### src/rtl/rv32i_dmem_avalon_bridge.sv
// Data-memory bridge: turns the core's split-phase dmem request into a single Avalon-MM transaction.
// Latency: a store retires after 1 stall cycle when there is no waitrequest; a load with read latency L retires after 1+L.
// Backpressure: waitrequest and pending read data hold dmem_wait high; dmem_en is only sampled while dmem_wait is low.
module rv32i_dmem_avalon_bridge #(
  parameter logic [31:0] BASE_ADDR      = 32'h0000_0000,
  parameter logic [31:0] WINDOW_BYTES   = 32'h0001_0000,
  parameter int unsigned TIMEOUT_CYCLES = 255
) (
  input  logic        clk,
  input  logic        reset,
  input  logic        dmem_en,
  input  logic        dmem_wen,
  input  logic [2:0]  dmem_size,
  input  logic [31:0] dmem_addr,
  input  logic [31:0] dmem_wdata_delayed,
  output logic        dmem_wait,
  output logic [31:0] dmem_rdata,
  output logic        dmem_badmem_e,
  output logic [31:0] avm_address,
  output logic        avm_read,
  output logic        avm_write,
  output logic [3:0]  avm_byteenable,
  output logic [31:0] avm_writedata,
  input  logic        avm_waitrequest,
  input  logic [31:0] avm_readdata,
  input  logic        avm_readdatavalid
);

  typedef enum logic [2:0] {
    S_IDLE,
    S_ISSUE,
    S_RDWAIT,
    S_DONE,
    S_ERR
  } state_t;

  localparam logic [31:0] TMO_LIMIT = 32'(TIMEOUT_CYCLES);

  state_t      state;
  logic [31:0] tmo_cnt;
  logic [31:0] rel_addr;
  logic        req_fault;
  logic [3:0]  req_be;
  logic        tmo_hit;

  // Store data arrives in WB, while the bus cycle is in flight, so it goes straight through.
  assign avm_writedata = dmem_wdata_delayed;

  // The wait budget is spent on this cycle if the transaction does not finish in it.
  assign tmo_hit = (TMO_LIMIT != 32'd0) && ((tmo_cnt + 32'd1) == TMO_LIMIT);

  // Decode the DX-stage request: byte lanes, alignment and address-window faults.
  always_comb begin
    rel_addr  = dmem_addr - BASE_ADDR;
    req_fault = 1'b0;
    req_be    = 4'b0000;
    case (dmem_size)
      3'd0: req_be = 4'b0001 << dmem_addr[1:0];
      3'd1: begin
        req_be    = 4'b0011 << dmem_addr[1:0];
        req_fault = dmem_addr[0];
      end
      3'd2: begin
        req_be    = 4'b1111;
        req_fault = |dmem_addr[1:0];
      end
      default: req_fault = 1'b1;
    endcase
    // Unsigned wrap makes addresses below the base land far outside the window.
    if (rel_addr >= WINDOW_BYTES) req_fault = 1'b1;
  end

  // Transaction FSM with registered bus and core-facing outputs.
  always_ff @(posedge clk or posedge reset) begin
    if (reset) begin
      state          <= S_IDLE;
      tmo_cnt        <= 32'd0;
      dmem_wait      <= 1'b0;
      dmem_rdata     <= 32'd0;
      dmem_badmem_e  <= 1'b0;
      avm_address    <= 32'd0;
      avm_byteenable <= 4'b0000;
      avm_read       <= 1'b0;
      avm_write      <= 1'b0;
    end else begin
      dmem_badmem_e <= 1'b0;
      case (state)
        S_IDLE, S_DONE, S_ERR: begin
          tmo_cnt <= 32'd0;
          if (dmem_en) begin
            if (req_fault) begin
              state         <= S_ERR;
              dmem_badmem_e <= 1'b1;
            end else begin
              state          <= S_ISSUE;
              dmem_wait      <= 1'b1;
              avm_address    <= {dmem_addr[31:2], 2'b00};
              avm_byteenable <= req_be;
              avm_read       <= ~dmem_wen;
              avm_write      <= dmem_wen;
            end
          end else begin
            state <= S_IDLE;
          end
        end

        S_ISSUE: begin
          if (!avm_waitrequest) begin
            // Command accepted: the strobe drops next cycle whatever happens.
            avm_read  <= 1'b0;
            avm_write <= 1'b0;
            if (avm_write || avm_readdatavalid) begin
              if (avm_read) dmem_rdata <= avm_readdata;
              state     <= S_DONE;
              dmem_wait <= 1'b0;
              tmo_cnt   <= 32'd0;
            end else if (tmo_hit) begin
              state         <= S_ERR;
              dmem_wait     <= 1'b0;
              dmem_badmem_e <= 1'b1;
              tmo_cnt       <= 32'd0;
            end else begin
              state   <= S_RDWAIT;
              tmo_cnt <= tmo_cnt + 32'd1;
            end
          end else if (tmo_hit) begin
            avm_read      <= 1'b0;
            avm_write     <= 1'b0;
            state         <= S_ERR;
            dmem_wait     <= 1'b0;
            dmem_badmem_e <= 1'b1;
            tmo_cnt       <= 32'd0;
          end else begin
            tmo_cnt <= tmo_cnt + 32'd1;
          end
        end

        S_RDWAIT: begin
          if (avm_readdatavalid) begin
            dmem_rdata <= avm_readdata;
            state      <= S_DONE;
            dmem_wait  <= 1'b0;
            tmo_cnt    <= 32'd0;
          end else if (tmo_hit) begin
            // Any response arriving after this point belongs to an abandoned read.
            state         <= S_ERR;
            dmem_wait     <= 1'b0;
            dmem_badmem_e <= 1'b1;
            tmo_cnt       <= 32'd0;
          end else begin
            tmo_cnt <= tmo_cnt + 32'd1;
          end
        end

        default: begin
          state     <= S_IDLE;
          dmem_wait <= 1'b0;
          avm_read  <= 1'b0;
          avm_write <= 1'b0;
          tmo_cnt   <= 32'd0;
        end
      endcase
    end
  end

endmodule

### config.mk
export PLATFORM = sky130hd
export DESIGN_NAME = rv32i_dmem_avalon_bridge
export DESIGN_NICKNAME = d
export VERILOG_FILES = /design/src/rtl/rv32i_dmem_avalon_bridge.sv
export SDC_FILE = /design/constraint.sdc
export NUM_CORES = 1
export LEC_CHECK = 0
export CORE_MARGIN = 2
export CORE_UTILIZATION = 25
export DETAILED_ROUTE_END_ITERATION = 8
export PLACE_DENSITY = 0.5
export SLEW_MARGIN = 25
export SYNTH_ARGS = -nofsm -noshare
export SYNTH_HDL_FRONTEND = slang
export SYNTH_SLANG_ARGS = --single-unit
### constraint.sdc
create_clock -name clk -period 3.15 [get_ports clk]
set_input_delay 0.4725 -clock clk [delete_from_list [all_inputs] [get_ports clk]]
set_output_delay 0.4725 -clock clk [all_outputs]
set_load 0.01 [all_outputs]
### Word-level counts from Yosys, hierarchy flattened

Cells that the tools add are included.
W data, S select, Z words.

| storage, ports and cells | value |
|---|---|
| register bits after elaboration | 105 |
| bits of input ports | 105 |

| cells by class | value |
|---|---|
| mux-type cells | 43 |
| magnitude comparators | 1 |
| bitwise logic cells | 3 |
| shift-type cells | 2 |
| add/sub/neg operators | 1 |
| equal/unequal tests | 14 |
| reduce and logical (&&, ||, !) cells | 10 |

Operators with widths:

| cell | count |
|---|---|
| $mux W32 | 8 |
| $pmux W32 S2 | 2 |
| $add A32 B1 Y32 const B | 1 |
| $eq A32 B8 Y1 const B | 1 |
| $ge A32 B17 Y1 const B | 1 |
| $mux W3 | 7 |
| $mux W1 | 19 |
| $pmux W1 S3 | 5 |
| $ne A2 B2 Y1 const B | 6 |
| $pmux W4 S3 | 1 |
| $eq A3 B2 Y1 const B | 3 |
| $pmux W3 S3 | 1 |
| $eq A3 B1 Y1 const B | 2 |
| $logic_not A3 Y1 | 2 |
| $reduce_and A5 Y1 | 1 |
| $reduce_and A4 Y1 | 1 |
| $shl A1 B2 Y4 const A | 1 |
| $shl A2 B2 Y4 const A | 1 |
| $eq A3 B3 Y1 const B | 1 |
| $ne A3 B3 Y1 const B | 1 |
| $not A1 Y1 | 3 |
| $reduce_and A3 Y1 | 1 |
| $reduce_or A3 Y1 | 1 |
| $reduce_and A2 Y1 | 1 |
| 3 further kinds | 3 |

### Longest topological paths before layout

Gate-level depths: netlist (run 1).

| depth | value |
|---|---|
| depth after elaboration | 6 |
| mapped depth | 10 |
| mapped depth without buffers | 8 |

### Least setup slack after synthesis (run 1)

Ideal clock, no wire load.

| timing | value |
|---|---|
| path type | register to register |
| from | register tmo_cnt[0] |
| to | register dmem_wait |
| slack | 195 ps |
| arrival | 2816 ps |
| cell stages (with the launch flop) | 11 |
| clock period less this slack | 2955 ps |
| required time | 3011 ps |
| cell sequence | dfrtp_1 -> ha_1 -> nand4_1 -> or4_1 -> buf_2 -> nor3_1 -> xnor2_1 -> nand4_1 -> nor4_4 -> buf_6 -> a21oi_1 |

| between the ends | value |
|---|---|
| longest elaborated chain between the ends | 6 |

Ends and longest elaborated chain:

| what | RTL line | text |
|---|---|---|
| start: declaration | 40 | `logic [31:0] tmo_cnt;` |
| start signal: assignment | 124 | `tmo_cnt <= tmo_cnt + 32'd1;` |
| start signal: assignment | 134 | `tmo_cnt <= tmo_cnt + 32'd1;` |
| start signal: assignment | 151 | `tmo_cnt <= tmo_cnt + 32'd1;` |
| $add A32 B1 Y32 * | 50 | `assign tmo_hit = (TMO_LIMIT != 32'd0) && ((tmo_cnt + 32'd1) == TMO_LIMIT);` |
| $eq A32 B8 Y1 * | 50 |  |
| $mux W1 * | -- |  |
| $mux W1 (2 in series) | -- |  |
| $pmux W1 S3 * | -- |  |
| end signal: assignment | 78 | `dmem_wait <= 1'b0;` |
| end signal: assignment | 96 | `dmem_wait <= 1'b1;` |
| end signal: assignment | 115 | `dmem_wait <= 1'b0;` |
| end: declaration | 16 | `output logic dmem_wait,` |

Every way passes the cells marked *; elsewhere a longest branch is shown, timed or not.
A chain may end at the register's enable or synchronous reset.

### Worst setup path in the final report (run 1)

| timing | value |
|---|---|
| from | register tmo_cnt[0] |
| to | register tmo_cnt[21] |

| between the ends | value |
|---|---|
| longest elaborated chain between the ends | 6 |

Ends and longest elaborated chain:

| what | RTL line | text |
|---|---|---|
| $add A32 B1 Y32 * | -- |  |
| $eq A32 B8 Y1 | 50 |  |
| $mux W32 * | 117, 126, 144 |  |
| $mux W32 | 112 | `if (avm_write \|\| avm_readdatavalid) begin` |
| $mux W32 | 108 | `if (!avm_waitrequest) begin` |
| $pmux W32 S2 * | 87 | `case (state)` |

Marks and branches as above.

==> results by group, run 1 <==
Run
  – Max cap viols: 0

Cells and area
  – Ratio of cells with drive above 1 in the final layout: 18.4%
  – Area grow syn2layout: 35.9%
  – Final core utilization: about a third
  – Fin area: 0.00709 mm^2
  – Final Net Count: between 600 and 700
  – Final cell count without fillers: 862
  – Antenna Cells: 0

Die
  – Die Y: 148 um
  – Chip width: 148 um
  – Initial Utilization: 25.6%
  – Die footprint: 0.0220 mm^2
  – Core Area: 0.0204 mm^2
  – # rows: 52
  – Top Ports: 209

Timing
  – Final worst slack: about 0.25 ns
  – Max-slew headroom at the worst pin: 49.1%
  – Tightest Pin Transition: 0.762 ns
  – Final Hold Viols: 0
  – Maximum clock rate: 345 MHz
  – Fin crit period: 2.90 ns
  – Clock Skews: 0.0117 ns
  – Max-slew violations: 0
  – Crit share post-route: 92.0%
  – Finish-stage setup viols: 0
  – Hold_ws: around 0.5 ns

Yosys
  – Synth async-reset ratio: 100%
  – Top-count cell post-synth: dfrtp_1
  – Yosys top cell area share: 50.4%
  – Commonest cells in the netlist: 105 x dfrtp_1, 49 x mux2_2, 35 x buf_4
  – Flops & latches, synth: 105
  – Most used DFF post-synth: dfrtp_1
  – Ranking of synthesized cells by area: dfrtp_1 50%, mux2_2 11%, buf_4 5.0%
  – Avg Cell Area, Syn: 11.1 um^2
  – Mapped cell area: 0.00522 mm^2
  – EDFF count, synth: 0
  – Unique masters post-synth: 57
  – Post-synth top area cell: dfrtp_1
  – Post-synthesis sequential area ratio: 50.4%
  – YS warnings: 0
  – Cell count after synthesis: between 400 and 500

Placement
  – Number of port buffers: roughly 140
  – Place WS: 0.182 ns
  – Placed insts: 846
  – GPL Wtd Cong: 0.791
  – Placed inst area: between 0.006 and 0.007 mm^2
  – DPL Wire Length: 9670 um

Detailed routing
  – DR vias: a little under 4000
  – Final antenna-violating net count: 0
  – First-pass detailed-route iteration total: 4
  – Detailed Route Iter0 Violations: 123
  – Mean routed wirelength per cell: between 15 and 20 um
  – Number of remaining DRC errors: 0
  – Routed vias/inst: 4.50
  – Post-Route WL: 13000 um

Critical path
  – Max stage delay on crit path: roughly 0.52 ns
  – Critical Path AT: 3.10 ns
  – RR Endpoint: tmo_cnt[21]
  – Critical Path Start Type: flop
  – Reg2reg setup slack: roughly 0.25 ns
  – Slowest cell on crit path: or4_1
  – Crit. End Element: flop
  – Crit path buf inv count: 2
  – Critical path class: flop to flop
  – Crit-path cells: ha_1, nand4_1, or4_1, buf_4, nor3_1, xnor2_1, nand4_1, nor4_4, buf_6, nor3_1
  – Crit path max-delay family: simple AND/OR/NAND/NOR gates
  – Critical Path Source: tmo_cnt[0]
  – Worst r2r path cells: 10
  – Worst Path Max Fanout: 20
  – Worst r2r src: tmo_cnt[0]
  – Critical Path RT: 3.35 ns

Clocking
  – Clock Latency Late Sink: 0.36 ns
  – H-tree depth: 3
  – Post-CTS Setup Bufs: 0
  – Clk pin slew, worst setup/hold paths: approximately 0.070 ns
  – CTS tree: yes
  – Clock sink total: 105
  – CTS buffer count: 9
  – Max Root-Sink Buffers: 2
  – Root Driver: clkbuf_16

Global routing
  – Largest net degree at the start of global routing: 37
  – Met2 usage: 19.9%
  – Global-route wire length before repair: 21300 um
  – Grt peak-use layer: met2
  – GRT overflow: 0
  – Met1 GRT Util: 14.1%
  – GRT Total Usage: 12.2%
  – M3 GR Usage: under 10%
  – Vias in the first global route: 4126
  – Antenna violations before repair: 0

Min path
  – Hold path startpoint: avm_address[26]
  – Worst Hold Path EP: avm_address[26]
  – Hold/Removal Path Class: flop to flop
  – Hold depth: 1

Pwr
  – Power Density: just under 600 mW/mm^2
  – VDD IR max: 0.458 mV
  – Leakage: 0.00280 uW

Status
  – Status: finished clean
## stage by stage
| step | power [uW] | setup TNS (ns) |
|---|---|---|
| global route | 4430 | -0.000908 |
| CTS | 4260 | 0 |
| floorplan | 2420 | 0 |
| global placement | 3100 | 0 |
| finish | 4180 | 0 |
| detailed placement | 3120 | 0 |
## cells in the final DEF, fill, tap and decap left out, drive strengths merged, types with 2 or more instances in the layout
cell type      count
inv               14
nor4b              2
nor2              35
nor4              13
a21o               2
xnor2             21
or2                2
or4                2
nand2             20
o21ai             11
dfrtp            105
conb               2
nor3b              5
a21boi             2
buf               16
o21a               2
ha                 2
o2bb2ai            2
a211oi             2
clkbuf             9
mux2              49
nand3              9
nor2b             21
xor2              11
nand4             17
mux2i              3
a21oi              9
and4               3
and3               2
and2               3
o211ai             3
nand2b             5
clkinvlp           3
nor3              34
clkdlybuf4s50    142
## state kept, by name (all words and copies together) (netlist names)
name,cells
dmem_rdata,32
tmo_cnt,32
avm_address,30
avm_byteenable,4
state,3
avm_read,1
avm_write,1
dmem_badmem_e,1
dmem_wait,1
## power by group
group | leakage [uW] | total, uW | internal [uW] | switching (uW)
sequential | 0.00137 | 1760 | 1600 | 158
clock | 0.000138 | 1110 | 555 | 557
combinational | 0.00129 | 1310 | 781 | 525
total | 0.00280 | 4180 | 2940 | 1240
## repair_timing
action / 4_1_cts / 5_1_grt
endpoints found under the setup margin: 0 / 16
hold buffers: 0 / 0
resized for setup: 0 / 2
## worst max-delay path by stage
stage | endpoint | slack, ns | depth (start not counted)
6_report | tmo_cnt[21] | 0.25 | 10
5_1_grt | tmo_cnt[21] | -0.0009 | 10
4_1_cts | avm_read | 0.17 | 10
3_5_place_dp | avm_read | 0.18 | 10
3_3_place_gp | avm_read | 0.28 | 10
2_1_floorplan | dmem_wait | 0.19 | 10
## per-layer routing
metal / vias to the layer above / share of wire, % / wire (um)
li1: 1842 / - / -
met1: 1872 / 42 / 5420
met2: 141 / 47 / 6090
met3: 21 / 10 / 1340
met4: 0 / 1.3 / 171
met5: - / 0 / 0
## cells by family (layout without fill, tap and decap cells)
family                     after synthesis  count (layout)  synth area share (%)
other                                    1               2                0.0719
adders and majority gates                2               2                 0.480
DFF                                    105             105                  50.4
buffers and inverters                   64             185                  7.63
and+or+nand+nor                        176             176                  20.1
muxes                                   52              52                  11.2
xor gates and xnor gates                32              32                  5.37
AOI/OAI and AO/OA                       38              38                  4.77
## layout make-up
type	instances	area, um^2
fill	1995	13300
sequential	105	2630
multi-input combinational	302	2210
timing repair buffer	158	1580
tap	270	338
clock buffer	9	225
clock inverter	7	62.6
inverter	11	45.0
Note: power is estimated with default switching activity, not from simulation.
==> run 2, diff against run 1 <==
--- a/config.mk
+++ b/config.mk
@@ -9,7 +9,7 @@
 export CORE_UTILIZATION = 25
 export DETAILED_ROUTE_END_ITERATION = 8
 export PLACE_DENSITY = 0.5
-export SLEW_MARGIN = 25
+export SETUP_SLACK_MARGIN = 0.2
 export SYNTH_ARGS = -nofsm -noshare
 export SYNTH_HDL_FRONTEND = slang
 export SYNTH_SLANG_ARGS = --single-unit
==> run 2 against run 1 <==
Compared with the run above:
- clock-buffer cell count did not move
- die area unchanged
- routed wire length up 4.2%
- non-clock buffer count increased by 16
- power up 0.97%
- register-to-register slack better by 0.06 ns
- flip-flop and latch count is the same
- clock power increased by 4%
- final cell count up 1.9%
- worst setup slack better by 0.060 ns
- critical path type unchanged
==> results by group, run 2 (same netlist as run 1, synthesis figures left out) <==
Clocking
  – Clock sink total: 105 (unchanged)
  – Max Root-Sink Buffers: 2 (unchanged)
  – Clock Latency Late Sink: 0.35 ns (about the same)
  – H-tree depth: 3 (unchanged)
  – Root Driver: clkbuf_16
  – CTS buffer count: 9 (unchanged)
  – CTS tree: yes
  – Clk pin slew, worst setup/hold paths: 0.08 ns (about the same)
  – Post-CTS Hold Buffers: 0 (unchanged)

Critical path
  – Max stage delay on crit path: 0.63 ns (+0.11 ns)
  – Critical Path Start Type: flop
  – Worst Path Max Fanout: 6 (-70%)
  – Crit path max-delay family: simple AND/OR/NAND/NOR gates
  – Critical path class: flop to flop
  – Crit-path cells: nand4_1, or4_4, nor4b_4, xnor2_2, nand4_2, nor4_4, clkbuf_16, nor3b_2
  – Worst r2r path cells: 8 (-2)
  – Worst r2r src: tmo_cnt[11]
  – Reg2reg setup slack: 0.31 ns (+0.06 ns)
  – Critical Path AT: 3.06 ns (-0.04 ns)
  – Slowest cell on crit path: or4_4
  – Crit path buf inv count: 1 (-1)
  – Critical Path RT: 3.37 ns (+0.02 ns)
  – RR Endpoint: tmo_cnt[13]
  – Crit. End Element: flop

Die
  – Initial Utilization: 25.6% (unchanged)
  – # rows: 52 (unchanged)
  – Die Y: 148 um (unchanged)
  – Top Ports: 209 (unchanged)
  – Core Area: 0.0204 mm^2 (unchanged)
  – Die footprint: 0.0220 mm^2 (unchanged)
  – Chip width: 148 um (unchanged)

Cells and area
  – Antenna Cells: 0 (unchanged)
  – Most frequent cells in the layout: 142 x clkdlybuf4s50_1, 93 x dfrtp_1, 49 x mux2_2
  – Final Net Count: 710 (+2.3%)
  – # fillers: 1997 (+0.10%)
  – Most common cell after layout, fill and taps aside: clkdlybuf4s50_1
  – Multi-input logic area: 0.00232 mm^2 (+5.3%)
  – Ratio of cells with drive above 1 in the final layout: 24.3% (+5.9 points)
  – Area grow syn2layout: 41.3%
  – Sequential cell area: 0.00264 mm^2 (+0.57%)
  – Largest registers: dmem_rdata (32), tmo_cnt (32), avm_address (30)
  – Final core utilization: 36.2% (+1.4 points)

Global routing
  – Global-route wire length before repair: 21700 um (+1.7%)
  – Largest net degree at the start of global routing: 50 (+35%)
  – GRT Total Usage: 12.3% (+0.095 points)
  – GRT overflow: 0 (unchanged)
  – Antenna violations before repair: 0 (unchanged)
  – Vias in the first global route: 4119 (-0.17%)

Placement
  – DPL Wire Length: 9600 um (-0.73%)
  – Place WS: 0.176 ns (-0.00587 ns)
  – Number of port buffers: 142 (unchanged)
  – GPL Wtd Cong: 0.821 (+3.7%)

Detailed routing
  – Mean routed wirelength per cell: 15.5 um (+2.3%)
  – Number of remaining DRC errors: 0 (unchanged)
  – DR vias: 3977 (+2.6%)
  – Detailed Route Iter0 Violations: 181 (+47%)
  – Routed vias/inst: 4.53 (+0.74%)
  – First-pass detailed-route iteration total: 4 (unchanged)
  – Final antenna-violating net count: 0 (unchanged)
  – Post-Route WL: 13600 um (+4.2%)

Timing
  – Final Hold Viols: 0 (unchanged)
  – Max-slew violations: 0 (unchanged)
  – Tightest Pin Transition: 0.701 ns (-0.0610 ns)
  – Clock Skews: 0.0109 ns (-0.000731 ns)
  – Final worst slack: 0.313 ns (+0.0599 ns)
  – Max-slew headroom at the worst pin: 53.1% (+4.1 points)
  – Fin crit period: 2.84 ns (-0.0599 ns)
  – Crit share post-route: 90.1% (-1.9 points)
  – RSZ-0062 raised after global routing: no
  – Setup_tns: 0 ns (unchanged)
  – Finish-stage setup viols: 0 (unchanged)
  – Maximum clock rate: 352 MHz (+2.1%)

Pwr
  – Design Power: 4220 uW (+0.97%)
  – VDD IR max: 0.448 mV (-2.3%)
  – Power Density: 572 mW/mm^2 (-2.9%)
  – Leakage: 0.00295 uW (+5.3%)

Min path
  – Worst Hold Path EP: avm_address[23]
  – Hold depth: 1 (unchanged)
  – Hold/Removal Path Class: flop to flop
  – Hold path startpoint: avm_address[23]

Status
  – Status: finished clean

Run
  – Max cap viols: 0 (unchanged)
## run 2: cell types whose count changed in the layout (fill, tap and decap cells not counted), moves of 4 or more
cell | before | now
xnor2_1 | 21 | 17
buf_4 | 12 | 27
dfrtp_1 | 105 | 93
xnor2_2 | 0 | 4
dfrtp_2 | 0 | 12
## run 2: where the power goes
part           internal [uW]  total, uW  switching [uW]  leakage [uW]
registers               1600       1760             159       0.00135
clock network            566       1150             579      0.000149
logic                    776       1310             537       0.00145
## run 2: worst max path at each step
stage                     slack (ns)     endpoint        start  cells past startpoint
after floorplan                 0.24    dmem_wait   tmo_cnt[0]                     10
after global placement          0.26    dmem_wait   tmo_cnt[0]                      9
after detailed placement        0.18    dmem_wait   tmo_cnt[0]                      9
after CTS                       0.27     avm_read   tmo_cnt[1]                      9
after global routing            0.20  tmo_cnt[11]   tmo_cnt[8]                      8
final                           0.31  tmo_cnt[13]  tmo_cnt[11]                      8
## run 2: cell type report
| cell class | instances | area share [%] |
|---|---|---|
| Clock buffer | 9 | 3.06 |
| Inverter | 11 | 0.611 |
| Clock inverter | 7 | 1.14 |
| Sequential cell | 105 | 35.9 |
| Tap cell | 270 | 4.58 |
| Multi-Input combinational cell | 302 | 31.5 |
| Timing Repair Buffer | 174 | 23.2 |
## run 2: worst reg2reg max path: stages, from the launching register on
cell       delay (ns)
dfrtp_1          0.41
nand4_1          0.22
or4_4            0.63
nor4b_4          0.36
xnor2_2          0.17
nand4_2          0.12
nor4_4           0.50
clkbuf_16        0.26
nor3b_2          0.04
## run 2: per-stage QoR
| stage | cell area, um^2 | std cells | hold slack (ns) |
|---|---|---|---|
| global route | 7370 | 878 | 0.531 |
| detailed placement | 6770 | 843 | 0.489 |
| finish | 7370 | 878 | 0.506 |
| global placement | 6770 | 843 | 0.481 |
| floorplan | 5240 | 471 | 0.478 |
| CTS | 7090 | 859 | 0.514 |
## run 2: repair_timing
action / 4_1_cts / 5_1_grt
resized for setup: 1 / 28
gates cloned: 0 / 2
endpoints found under the setup margin: 24 / 33
pin swaps: 0 / 8
setup buffers: 0 / 17
## run 2: metal layers
layer / up-vias / share of wire (%) / track usage (%)
met5: - / 0 / 0
met4: 0 / 1.6 / 3.48
met3: 19 / 11 / 6.41
met2: 141 / 47 / 19.5
met1: 1941 / 40 / 14.6
li1: 1876 / - / -
